--- src/rtl/ms_elapsed_counter_if.sv ---
// Control/status bundle between the prime-search sequencer and the elapsed-ms counter.
// The slave side is the counter; the master side drives start/stop/clear/tick.
interface ms_elapsed_counter_if #(
    parameter int DIGITS = 4
);
    logic                  start;
    logic                  stop;
    logic                  clear;
    logic                  tick;
    logic                  timer_en;
    logic                  busy;
    logic                  done;
    logic [4*DIGITS-1:0]   ms_bcd;
    logic                  overflow;
    logic                  timed_out;

    modport master (
        output start, stop, clear, tick,
        input  timer_en, busy, done, ms_bcd, overflow, timed_out
    );

    modport slave (
        input  start, stop, clear, tick,
        output timer_en, busy, done, ms_bcd, overflow, timed_out
    );
endinterface

--- src/rtl/ms_elapsed_counter.sv ---
// Counts rising edges of the 1 ms tick between start and stop as packed BCD; outputs registered, count visible one edge after tick rises.
// ELAPSED_TIMEOUT_EN adds an auto-stop when the count reaches LIMIT_MS; otherwise timed_out stays 0.
module ms_elapsed_counter #(
    parameter int DIGITS   = 4,
    parameter int LIMIT_MS = 5000
) (
    input  logic                    i_clk,
    input  logic                    i_reset,
    ms_elapsed_counter_if.slave     io_if
);
    localparam int W = 4 * DIGITS;
    localparam logic [W-1:0] ALL9 = {DIGITS{4'h9}};

    typedef enum logic [1:0] {
        S_IDLE = 2'd0,
        S_RUN  = 2'd1,
        S_DONE = 2'd2
    } state_t;

    state_t         r_state;
    state_t         w_state_nxt;
    logic           r_tick_q;
    logic [W-1:0]   r_bcd;
    logic [W-1:0]   w_bcd_nxt;
    logic [W-1:0]   w_bcd_inc;
    logic           r_overflow;
    logic           w_overflow_nxt;
    logic           r_timed_out;
    logic           w_timed_out_nxt;
    logic           r_done;
    logic           w_done_nxt;
    logic           r_timer_en;
    logic           r_busy;
    logic           w_evt;
    logic           w_all9;
    logic           w_limit_hit;

    assign w_evt  = io_if.tick & ~r_tick_q;
    assign w_all9 = (r_bcd == ALL9);

    // Ripple-carry BCD increment: each digit wraps 9 -> 0 and passes the carry upward.
    always_comb begin
        logic w_carry;
        w_bcd_inc = r_bcd;
        w_carry   = 1'b1;
        for (int d = 0; d < DIGITS; d++) begin
            if (w_carry) begin
                if (r_bcd[4*d +: 4] == 4'd9) begin
                    w_bcd_inc[4*d +: 4] = 4'd0;
                end else begin
                    w_bcd_inc[4*d +: 4] = r_bcd[4*d +: 4] + 4'd1;
                    w_carry             = 1'b0;
                end
            end
        end
    end

`ifdef ELAPSED_TIMEOUT_EN
    function automatic logic [W-1:0] to_bcd(input int unsigned v);
        logic [W-1:0] r;
        int unsigned  n;
        r = '0;
        n = v;
        for (int d = 0; d < DIGITS; d++) begin
            r[4*d +: 4] = 4'(n % 10);
            n           = n / 10;
        end
        return r;
    endfunction

    localparam logic [W-1:0] LIMIT_BCD = to_bcd(LIMIT_MS);

    assign w_limit_hit = w_evt & ~w_all9 & (w_bcd_inc == LIMIT_BCD);
`else
    assign w_limit_hit = 1'b0;
`endif

    always_comb begin
        w_state_nxt     = r_state;
        w_bcd_nxt       = r_bcd;
        w_overflow_nxt  = r_overflow;
        w_timed_out_nxt = r_timed_out;
        w_done_nxt      = 1'b0;
        if (io_if.clear) begin
            w_state_nxt     = S_IDLE;
            w_bcd_nxt       = '0;
            w_overflow_nxt  = 1'b0;
            w_timed_out_nxt = 1'b0;
        end else begin
            case (r_state)
                S_IDLE, S_DONE: begin
                    if (io_if.start) begin
                        w_state_nxt     = S_RUN;
                        w_bcd_nxt       = '0;
                        w_overflow_nxt  = 1'b0;
                        w_timed_out_nxt = 1'b0;
                    end
                end
                S_RUN: begin
                    // The tick is applied before stop so a coincident edge is not lost.
                    if (w_evt) begin
                        if (w_all9) begin
                            w_overflow_nxt = 1'b1;
                        end else begin
                            w_bcd_nxt = w_bcd_inc;
                        end
                    end
                    if (io_if.stop || w_limit_hit) begin
                        w_state_nxt = S_DONE;
                        w_done_nxt  = 1'b1;
                    end
                    if (w_limit_hit) begin
                        w_timed_out_nxt = 1'b1;
                    end
                end
                default: begin
                    w_state_nxt = S_IDLE;
                end
            endcase
        end
    end

    always_ff @(posedge i_clk or posedge i_reset) begin
        if (i_reset) begin
            r_state     <= S_IDLE;
            r_tick_q    <= 1'b0;
            r_bcd       <= '0;
            r_overflow  <= 1'b0;
            r_timed_out <= 1'b0;
            r_done      <= 1'b0;
            r_timer_en  <= 1'b0;
            r_busy      <= 1'b0;
        end else begin
            r_state     <= w_state_nxt;
            r_tick_q    <= io_if.tick;
            r_bcd       <= w_bcd_nxt;
            r_overflow  <= w_overflow_nxt;
            r_timed_out <= w_timed_out_nxt;
            r_done      <= w_done_nxt;
            r_timer_en  <= (w_state_nxt == S_RUN);
            r_busy      <= (w_state_nxt == S_RUN);
        end
    end

    assign io_if.timer_en  = r_timer_en;
    assign io_if.busy      = r_busy;
    assign io_if.done      = r_done;
    assign io_if.ms_bcd    = r_bcd;
    assign io_if.overflow  = r_overflow;
    assign io_if.timed_out = r_timed_out;
endmodule
--- src/flat_wrapper.sv ---
// flat-port wrapper written by rule: the top's interface ports become plain ports
module ms_elapsed_counter_flat 
#(
    parameter int DIGITS   = 4,
    parameter int LIMIT_MS = 5000
)
  (i_clk, i_reset, io_if_start, io_if_stop, io_if_clear, io_if_tick, io_if_timer_en, io_if_busy, io_if_done, io_if_ms_bcd, io_if_overflow, io_if_timed_out);
  ms_elapsed_counter_if #(.DIGITS(DIGITS)) io_if_i ();
  input  logic i_clk;
  input  logic i_reset;
  input wire logic [$bits(io_if_i.start)-1:0] io_if_start;
  input wire logic [$bits(io_if_i.stop)-1:0] io_if_stop;
  input wire logic [$bits(io_if_i.clear)-1:0] io_if_clear;
  input wire logic [$bits(io_if_i.tick)-1:0] io_if_tick;
  output wire logic [$bits(io_if_i.timer_en)-1:0] io_if_timer_en;
  output wire logic [$bits(io_if_i.busy)-1:0] io_if_busy;
  output wire logic [$bits(io_if_i.done)-1:0] io_if_done;
  output wire logic [$bits(io_if_i.ms_bcd)-1:0] io_if_ms_bcd;
  output wire logic [$bits(io_if_i.overflow)-1:0] io_if_overflow;
  output wire logic [$bits(io_if_i.timed_out)-1:0] io_if_timed_out;
  assign io_if_i.start = io_if_start;
  assign io_if_i.stop = io_if_stop;
  assign io_if_i.clear = io_if_clear;
  assign io_if_i.tick = io_if_tick;
  assign io_if_timer_en = io_if_i.timer_en;
  assign io_if_busy = io_if_i.busy;
  assign io_if_done = io_if_i.done;
  assign io_if_ms_bcd = io_if_i.ms_bcd;
  assign io_if_overflow = io_if_i.overflow;
  assign io_if_timed_out = io_if_i.timed_out;
  ms_elapsed_counter #(.DIGITS(DIGITS), .LIMIT_MS(LIMIT_MS)) u_core (.i_clk(i_clk), .i_reset(i_reset), .io_if(io_if_i));
endmodule
--- config.mk ---
export PLATFORM = sky130hd
export DESIGN_NAME = ms_elapsed_counter_flat
export DESIGN_NICKNAME = d
export VERILOG_FILES = /design/src/rtl/ms_elapsed_counter_if.sv /design/src/rtl/ms_elapsed_counter.sv /design/src/flat_wrapper.sv
export SDC_FILE = /design/constraint.sdc
export NUM_CORES = 1
export LEC_CHECK = 0
export CAP_MARGIN = 20
export CORE_MARGIN = 5
export CORE_UTILIZATION = 50
export CTS_CLUSTER_DIAMETER = 100
export DETAILED_ROUTE_END_ITERATION = 6
export MAX_ROUTING_LAYER = met4
export PLACE_DENSITY_LB_ADDON = 0.08
export SYNTH_ARGS = -nofsm -noshare
export SYNTH_HDL_FRONTEND = slang
export SYNTH_SLANG_ARGS = --single-unit
--- constraint.sdc ---
create_clock -name i_clk -period 2.6 [get_ports i_clk]
set_input_delay 0.39 -clock i_clk [delete_from_list [all_inputs] [get_ports i_clk]]
set_output_delay 0.39 -clock i_clk [all_outputs]
set_load 0.02 [all_outputs]
==> results by stage, run 1 <==
Run status:
- The run finished with clean final reports.

Layout:
- The library cell used most frequently in the layout, excluding fill and tap cells, is sky130_fd_sc_hd__clkdlybuf4s50_1.
- The final core area utilization is 66.0%.
- From synthesis to final layout, the design area changed by 24.8%.
- The post-route netlist has 10.6% of its cells at a drive strength greater than 1.
- 0 antenna diodes ended up in the layout.
- For this run, the post-layout net count is 176.
- The library cells used most frequently in the layout, excluding fill and tap cells, are sky130_fd_sc_hd__clkdlybuf4s50_1 (25), sky130_fd_sc_hd__dfrtp_1 (22), sky130_fd_sc_hd__nor2_1 (12), sky130_fd_sc_hd__inv_1 (9), sky130_fd_sc_hd__ha_1 (8).
- The final standard cell area without fillers is 1650 µm².

Power and ir drop:
- The clock network fraction of total power is 28.0%.
- The worst-case IR drop observed on VDD is 0.000257 V.
- Net switching is 27.2% of the power.
- The standby leakage power is 0.000717 µW.
- The total power divided by cell area is 410 nW/µm².
- The proportion of power drawn by flip-flops and latches is 54.1%.
- The net switching component of the power is 184 µW.
- Combinational cells account for 17.9% of the total power.
- Cell internal power was estimated by the tool at 492 µW.

Detailed routing:
- The pre-antenna-repair detailed-routing pass consisted of 4 iterations.
- For this block, the routed nets add up to 2890 µm of wire.
- The average wire per standard cell is 15.1 µm.
- For this block, the initial DRC count from the detailed router was 41.
- The final route contains 1125 vias.
- The post-detailed-route DRC marker count is 0.
- The vias per cell is 5.89.
- The number of routed nets with antenna violations is 0.

Worst setup path:
- The critical register-to-register path endpoint is u_core.io_if.ms_bcd[12]$_DFFE_PP0P_.
- The worst setup path is of the flip-flop to flip-flop kind.
- The setup slack of the worst register-to-register path is 0.53 ns.
- The reg-to-reg startpoint is u_core.io_if.ms_bcd[4]$_DFFE_PP0P_.
- Data on the critical path arrives at its endpoint at 2.28 ns.
- The element type at the critical path end is a flip-flop.
- The peak fanout along the critical path is 6.
- STA puts the critical path data required time at 2.81 ns.
- The number of cells on the worst reg-to-reg path is 5.
- The category of the worst setup path launch point is a flip-flop.

Timing:
- The count of pins over their slew limit is 0.
- The final critical delay including setup and external delays is 2.07 ns.
- Of the available clock period, the critical path in the final layout requires 79.6%.
- The tightest slew margin relative to the limit is 44.4%.
- The number of failing setup endpoints in the final timing report is 0.
- The summed negative setup slack over all endpoints is 0 ns.
- For the pin with the worst max-slew slack, the measured transition is 0.833 ns.
- Setup repair after global routing left no endpoint under its margin.
- On the final layout, the worst clock skew is 0.0106 ns.
- The tightest hold path in the finished design has a slack of 0.531 ns.
- The final-report hold violation count is 0.
- Derived from the worst setup path, the maximum achievable clock frequency is 483 MHz.

GRT:
- Entering global routing, the biggest net connects 23 pins.
- Summed over all layers, the global routing overflow is 0.
- The number of global-route vias before repair was 1113.
- The first-pass GRT wire length is 4790 µm.
- The number of antenna violations at the first check in global routing is 0.
- Global routing used 17.5% of the available tracks across all layers.

Clocking:
- Buffers inserted to repair hold after CTS numbered 0.
- The CTS tree is yes.
- The post-CTS clock slew at the launch and capture registers of the worst setup and hold paths is 0.13 ns.
- Clock tree synthesis found a total of 22 sinks.
- The number of gates resized after CTS was 0.
- After clock tree synthesis, the setup repair step added 0 buffers.
- Counting along the longest clock path gives a buffer depth of 2.
- The count of H-tree levels built during CTS is 1.
- The cell sitting at the root of the clock tree is a sky130_fd_sc_hd__clkbuf_4.
- Clock tree synthesis inserted a total of 3 buffers.
- The clock insertion delay at the later pin of the skew report is 0.31 ns.

Floorplan:
- In this run the vertical extent of the chip is 61.4 µm.
- Row generation in the floorplan step produced 18 rows.
- The width of the die is 61.4 µm.
- The die covers 3770 µm².
- The area of the core is 2500 µm².
- The effective utilization at floorplan is 52.9%.
- 27 I/O pins were placed.

Yosys:
- Counting flops and latches in the post-synthesis netlist gives 22.
- The number of distinct library cells after synthesis is 44.
- The number of enable-type register cells in the synthesized netlist is 0.
- The cell area after technology mapping is 1320 µm².
- A synthesized cell averages 9.93 µm².
- The total number of yosys warnings is 0.
- Summed over its instances, the top area cell type makes up 41.7% of the synthesized netlist area.
- Yosys attributes the largest share of cell area to sky130_fd_sc_hd__dfrtp_1 (42%), sky130_fd_sc_hd__ha_1 (7.6%), sky130_fd_sc_hd__nor2_1 (3.4%).
- The number of nets handed over by synthesis was 147.
- The largest total area in the synthesized netlist belongs to sky130_fd_sc_hd__dfrtp_1.
- The instance count of the mapped netlist is 133.
- The fraction of the yosys area taken by sequential cells is 41.7%.
- The most used flip-flop cell after synthesis is sky130_fd_sc_hd__dfrtp_1.
- The proportion of register bits with asynchronous set or reset after synthesis is 100%.

Place:
- Port buffering added 25 buffers.
- Once detailed placement completed, the half-perimeter wirelength came to 2170 µm.
- The placer congestion estimate is 0.793.
- Summing all placed instances gives a cell area of 1610 µm².

Run:
- Max-cap violations in this run came to 0.

Worst hold path:
- The min-delay analysis places its worst path in the category input port to async pin.
power groups by stage:
stage / Combinational, µW / Clock, µW / Sequential, µW
after floorplan: 67.4 / 0 / 379
after global placement: 119 / 0 / 371
after detailed placement: 121 / 0 / 372
after CTS: 122 / 198 / 366
after global routing: 133 / 213 / 368
final: 121 / 189 / 366
state kept, by name (all words and copies together), names as in the netlist:
name	flops
u_core.io_if.done	1
u_core.io_if.ms_bcd	16
u_core.io_if.overflow	1
u_core.io_if.timer_en	1
u_core.r_state	2
u_core.r_tick_q	1
routing by layer:
metal	part of all wire, %	vias to the layer above	wire length [µm]	track usage [%]
met3	4.8	4	140	2.73
met5	0	-	0	-
met1	45	544	1300	21.3
met4	1.3	0	38	6.06
met2	49	30	1410	29.5
li1	-	547	-	-
through the flow:
stage / worst slack (ns) / total power [µW] / instances
floorplan: 0.615 / 447 / 133
global placement: 0.298 / 490 / 187
detailed placement: 0.266 / 493 / 187
CTS: 0.508 / 686 / 191
global route: 0.405 / 714 / 191
finish: 0.531 / 676 / 191
synthesized netlist by cell type (4+ instances only):
library cell,number
sky130_fd_sc_hd__o41ai_1,4
sky130_fd_sc_hd__nor3_1,5
sky130_fd_sc_hd__ha_1,8
sky130_fd_sc_hd__inv_1,9
sky130_fd_sc_hd__nor4_1,4
sky130_fd_sc_hd__nand2_1,5
sky130_fd_sc_hd__nor2_1,12
sky130_fd_sc_hd__clkbuf_1,4
sky130_fd_sc_hd__dfrtp_1,22
sky130_fd_sc_hd__nand3b_1,4
sky130_fd_sc_hd__o21ai_0,5
critical path, cell delays in order, from the launching register on:
cell and delay (ns):
sky130_fd_sc_hd__dfrtp_1 0.46, sky130_fd_sc_hd__ha_1 0.23, sky130_fd_sc_hd__nand3b_1 0.23, sky130_fd_sc_hd__o21ai_0 0.23
sky130_fd_sc_hd__a211oi_2 0.44, sky130_fd_sc_hd__mux2_2 0.39
worst max-delay path by stage:
stage                                               end  slack (ns)  depth (start not counted)                                from
CTS                 u_core.io_if.ms_bcd[12]$_DFFE_PP0P_        0.51                          5  u_core.io_if.ms_bcd[4]$_DFFE_PP0P_
floorplan           u_core.io_if.ms_bcd[12]$_DFFE_PP0P_        0.61                          6  u_core.io_if.ms_bcd[4]$_DFFE_PP0P_
finish              u_core.io_if.ms_bcd[12]$_DFFE_PP0P_        0.53                          5  u_core.io_if.ms_bcd[4]$_DFFE_PP0P_
detailed placement  u_core.io_if.ms_bcd[15]$_DFFE_PP0P_        0.27                          5                         io_if_clear
global route        u_core.io_if.ms_bcd[12]$_DFFE_PP0P_        0.40                          5  u_core.io_if.ms_bcd[4]$_DFFE_PP0P_
global placement    u_core.io_if.ms_bcd[15]$_DFFE_PP0P_        0.30                          5                         io_if_clear
cell type report:
class | instances | area [µm²]
fill | 212 | 851
multi-input combinational | 95 | 696
sequential | 22 | 551
timing repair buffer | 31 | 295
tap | 30 | 37.5
clock buffer | 4 | 36.3
inverter | 9 | 33.8
cells by family after synthesis:
family,count (synthesis),synth area share [%]
buffers and inverters,16,5.68
other,1,0.284
AO/OA/AOI/OAI,27,16.0
adder cells (fa/ha/maj),8,7.58
flip-flops,22,41.7
multiplexers,5,3.98
AND/OR/NAND/NOR,54,24.8
Power figures use the tool's default switching activity.
==> inputs of run 2 (changes only) <==
--- a/config.mk
+++ b/config.mk
@@ -7,7 +7,7 @@
 export LEC_CHECK = 0
 export CAP_MARGIN = 20
 export CORE_MARGIN = 5
-export CORE_UTILIZATION = 50
+export CORE_UTILIZATION = 45
 export CTS_CLUSTER_DIAMETER = 100
 export DETAILED_ROUTE_END_ITERATION = 6
 export MAX_ROUTING_LAYER = met4
==> constraint.sdc (replaced) <==
create_clock -name i_clk -period 1.7 [get_ports i_clk]
set_input_delay 0.255 -clock i_clk [delete_from_list [all_inputs] [get_ports i_clk]]
set_output_delay 0.255 -clock i_clk [all_outputs]
set_load 0.02 [all_outputs]
==> run 2 against run 1 <==
- non-clock buffer count is 33 higher
- clock skew rose by 0.010 ns
- via count increased by 15%
- count of clock-buffer cells in the layout is 1 lower
- setup slack lost 0.60 ns
- die area is 9.3% higher
- design area is 26% higher
- critical path depth grew 1
- the flow now finishes with violations (setup timing)
==> results by stage, run 2 (synthesized netlist as in run 1, its figures left out) <==
Power and ir drop:
- The maximum ir drop on the vdd rail is 0.000482 V (+87%).
- The total power divided by cell area came to 592 nW/µm² (+44%).
- The relative contribution of combinational cells to total power is 21.1% (+3.2 points).
- The switching share of power is 26.4% (-0.83 points).
- The net switching component of the power is 324 µW (+76%).
- The proportion of power drawn by flip-flops and latches is 44.7% (-9.4 points).
- The internal power summed over all cells is 903 µW (+84%).
- The clock network fraction of total power is 34.1% (+6.1 points).
- The post-route total power came to 1230 µW (+82%).
- The standby leakage power is 0.00116 µW (+62%).

Floorplan:
- The effective utilization at floorplan came to 47.5% (-5.3 points).
- The width of the die is 64.2 µm (+4.5%).
- The number of core rows is 19 (+1).
- The area of the core is 2780 µm² (+11%).
- The die height is 64.2 µm (+4.5%).
- The die outline area came to 4120 µm² (+9.3%).
- The number of ports placed on the die boundary is 27 (unchanged).

Timing:
- The final critical delay including setup and external delays is 1.77 ns (-0.304 ns).
- The final-report hold violation count was 0 (unchanged).
- The tightest hold margin is 0.259 ns (-0.273 ns).
- The count of pins over their slew limit came to 0 (unchanged).
- The worst setup slack after layout came to -0.0659 ns (-0.596 ns).
- The largest clock skew in the final design is 0.0208 ns (+0.0102 ns).
- The summed negative setup slack over all endpoints is -0.213 ns (-0.213 ns).
- The number of failing setup endpoints in the final timing report was 10 (+10).
- Setup repair after global routing could not meet its margin everywhere.
- The fraction of the cycle the final worst path needs is 104% (+24 points).
- The upper clock frequency limit is 566 MHz (+17%).

Clocking:
- The clock insertion delay at the later pin of the skew report is 0.33 ns (+0.02 ns).
- The maximum root-to-sink buffer count came to 2 (unchanged).
- TritonCTS built the clock tree.
- The post-CTS clock slew at the launch and capture registers of the worst setup and hold paths is 0.15 ns (+0.02 ns).
- Clock tree synthesis selected as its root buffer the cell sky130_fd_sc_hd__clkbuf_4.
- The CTS buffer count is 3 (unchanged).
- The count of H-tree levels built during CTS is 1 (unchanged).
- The total clock sinks is 22 (unchanged).

Layout:
- The layout overhead on the synthesized area is 56.9%.
- The post-route non-filler standard cell count is 225 (+18%).
- The number of antenna cells inserted was 0 (unchanged).
- Leaving out fill and tap cells, the most frequent cell in the layout is sky130_fd_sc_hd__buf_4.
- The layout cell share with drive strength beyond 1 is 36.6% (+26 points).
- The final core area utilization is 74.5% (+8.6 points).
- The flip-flop count of the largest register, all copies and words added is 16 (unchanged).
- The number of nets in the layout was 209 (+19%).
- In the layout the commonest cells are sky130_fd_sc_hd__buf_4 (35), sky130_fd_sc_hd__dfrtp_1 (17), sky130_fd_sc_hd__nor2_1 (12), sky130_fd_sc_hd__dlymetal6s2s_1 (12), sky130_fd_sc_hd__clkdlybuf4s50_1 (10).

Detailed routing:
- The average wire per standard cell is 15.5 µm (+2.1%).
- The total via count after detailed routing is 1297 (+15%).
- The vias per cell is 5.76 (-2.1%).
- The number of routed nets with antenna violations is 0 (unchanged).
- The post-detailed-route DRC marker count came to 0 (unchanged).
- The total wire length after detailed routing is 3480 µm (+20%).
- The number of iterations in the first detailed-routing pass is 4 (unchanged).
- The number of DRC violations after detailed-routing iteration 0 is 55 (+34%).

Worst setup path:
- The slowest stage of the critical path is the sky130_fd_sc_hd__dfrtp_2 cell.
- The delay of the slowest cell on the worst path was 0.45 ns (about the same).
- The buffering stage count on the worst path with inverters included is 1 (+1).
- The required time of the critical path is 1.94 ns (-0.87 ns).
- The top cell family by delay on the critical path is flip-flops.
- The kind of critical path is flip-flop to flip-flop.
- STA classifies the critical path endpoint as a flip-flop.
- The critical path data arrival time is 2.00 ns (-0.28 ns).
- STA classifies the critical path startpoint as a flip-flop.
- The critical path goes through ha_4 -> nand3b_1 -> buf_4 -> o21ai_4 -> a211oi_4 -> mux2_4.
- The peak fanout along the critical path was 4 (-2).

Place:
- The placer congestion estimate was 0.843 (+6.2%).
- The placed wire-length estimate is 2440 µm (+12%).
- The port buffer count is 25 (unchanged).
- The count of placed standard cells including taps is 215 (+15%).

Run:
- The max capacitance violation total was 0 (unchanged).

GRT:
- The first-pass GRT wire length is 5950 µm (+24%).
- The number of global-route vias before repair is 1326 (+19%).
- The number of antenna violations at the first check in global routing came to 0 (unchanged).
- The total routing resource utilization after global routing is 18.3% (+0.77 points).
- The pin count of the biggest net entering global routing was 23 (unchanged).
- The sum of overflow across all layers after global routing came to 0 (unchanged).

Worst hold path:
- The min-delay analysis places its worst path in the category input port to async pin.

Run status:
- The checks that failed: setup timing.
- The flow ran to the end, but the final reports show violations.
## run 2: cell types whose count changed in the layout (fill, tap and decap cells not counted), sizes merged
cell,previous run,this run
buf,6,39
clkdlybuf4s50,25,10
bufinv,0,1
dlygate4sd2,0,3
clkbuf,4,3
dlymetal6s2s,0,12
## run 2: power groups by stage
stage                     clock network, µW  logic [µW]  registers (µW)
final                                   419         259             549
after global routing                    453         283             552
after CTS                               427         252             549
after detailed placement                  0         239             559
after global placement                    0         235             559
after floorplan                           0         117             582
## run 2: final timing paths
path,from,endpoint,slack [ns],cells past startpoint
min in group i_clk,io_if_tick,u_core.r_tick_q$_DFF_PP0_,0.37,1
min reg2reg,u_core.io_if.ms_bcd[6]$_DFFE_PP0P_,u_core.io_if.ms_bcd[6]$_DFFE_PP0P_,0.57,2
min,i_reset,u_core.io_if.timer_en$_DFF_PP0_,0.26,3
max reg2reg,u_core.io_if.ms_bcd[4]$_DFFE_PP0P_,u_core.io_if.ms_bcd[13]$_DFFE_PP0P_,-0.07,6
max,u_core.io_if.ms_bcd[4]$_DFFE_PP0P_,u_core.io_if.ms_bcd[13]$_DFFE_PP0P_,-0.07,6
max in group asynchronous,i_reset,u_core.io_if.ms_bcd[5]$_DFFE_PP0P_,1.17,3
## run 2: routing by layer
metal / share of wire (%) / wire length [µm] / global-route usage [%] / vias up
met5: 0 / 0 / - / -
met1: 42 / 1460 / 21.3 / 633
met4: 1.5 / 53 / 6.11 / 0
met2: 52 / 1800 / 32.3 / 42
li1: - / - / - / 615
met3: 4.7 / 164 / 2.28 / 7
## run 2: repair_timing
action	CTS	global route
setup endpoints to repair	15	28
buffers inserted	1	5
gates resized for setup	14	22
hold buffers	0	0
pin swaps	5	7
## run 2: layout make-up
class                   instances  area [µm²]
clock buffers                   3        22.5
well taps                      31        38.8
flip-flops and latches         22         557
inverters                       9        33.8
multi-input cells              95         807
fillers                       189         708
repair buffers                 64         584
clock inverters                 1        30.0
## run 2: tightest hold or removal path, cell delays in order
cell,delay [ns]
sky130_fd_sc_hd__clkdlybuf4s50_1,0.41
sky130_fd_sc_hd__inv_1,0.06
sky130_fd_sc_hd__buf_4,0.29
## run 2: stage by stage
stage,worst slack [ns],area [µm²]
2_1_floorplan,-0.188,1380
3_3_place_gp,-0.383,1860
3_5_place_dp,-0.433,1860
4_1_cts,-0.0445,1960
5_1_grt,-0.138,2070
6_report,-0.0659,2070
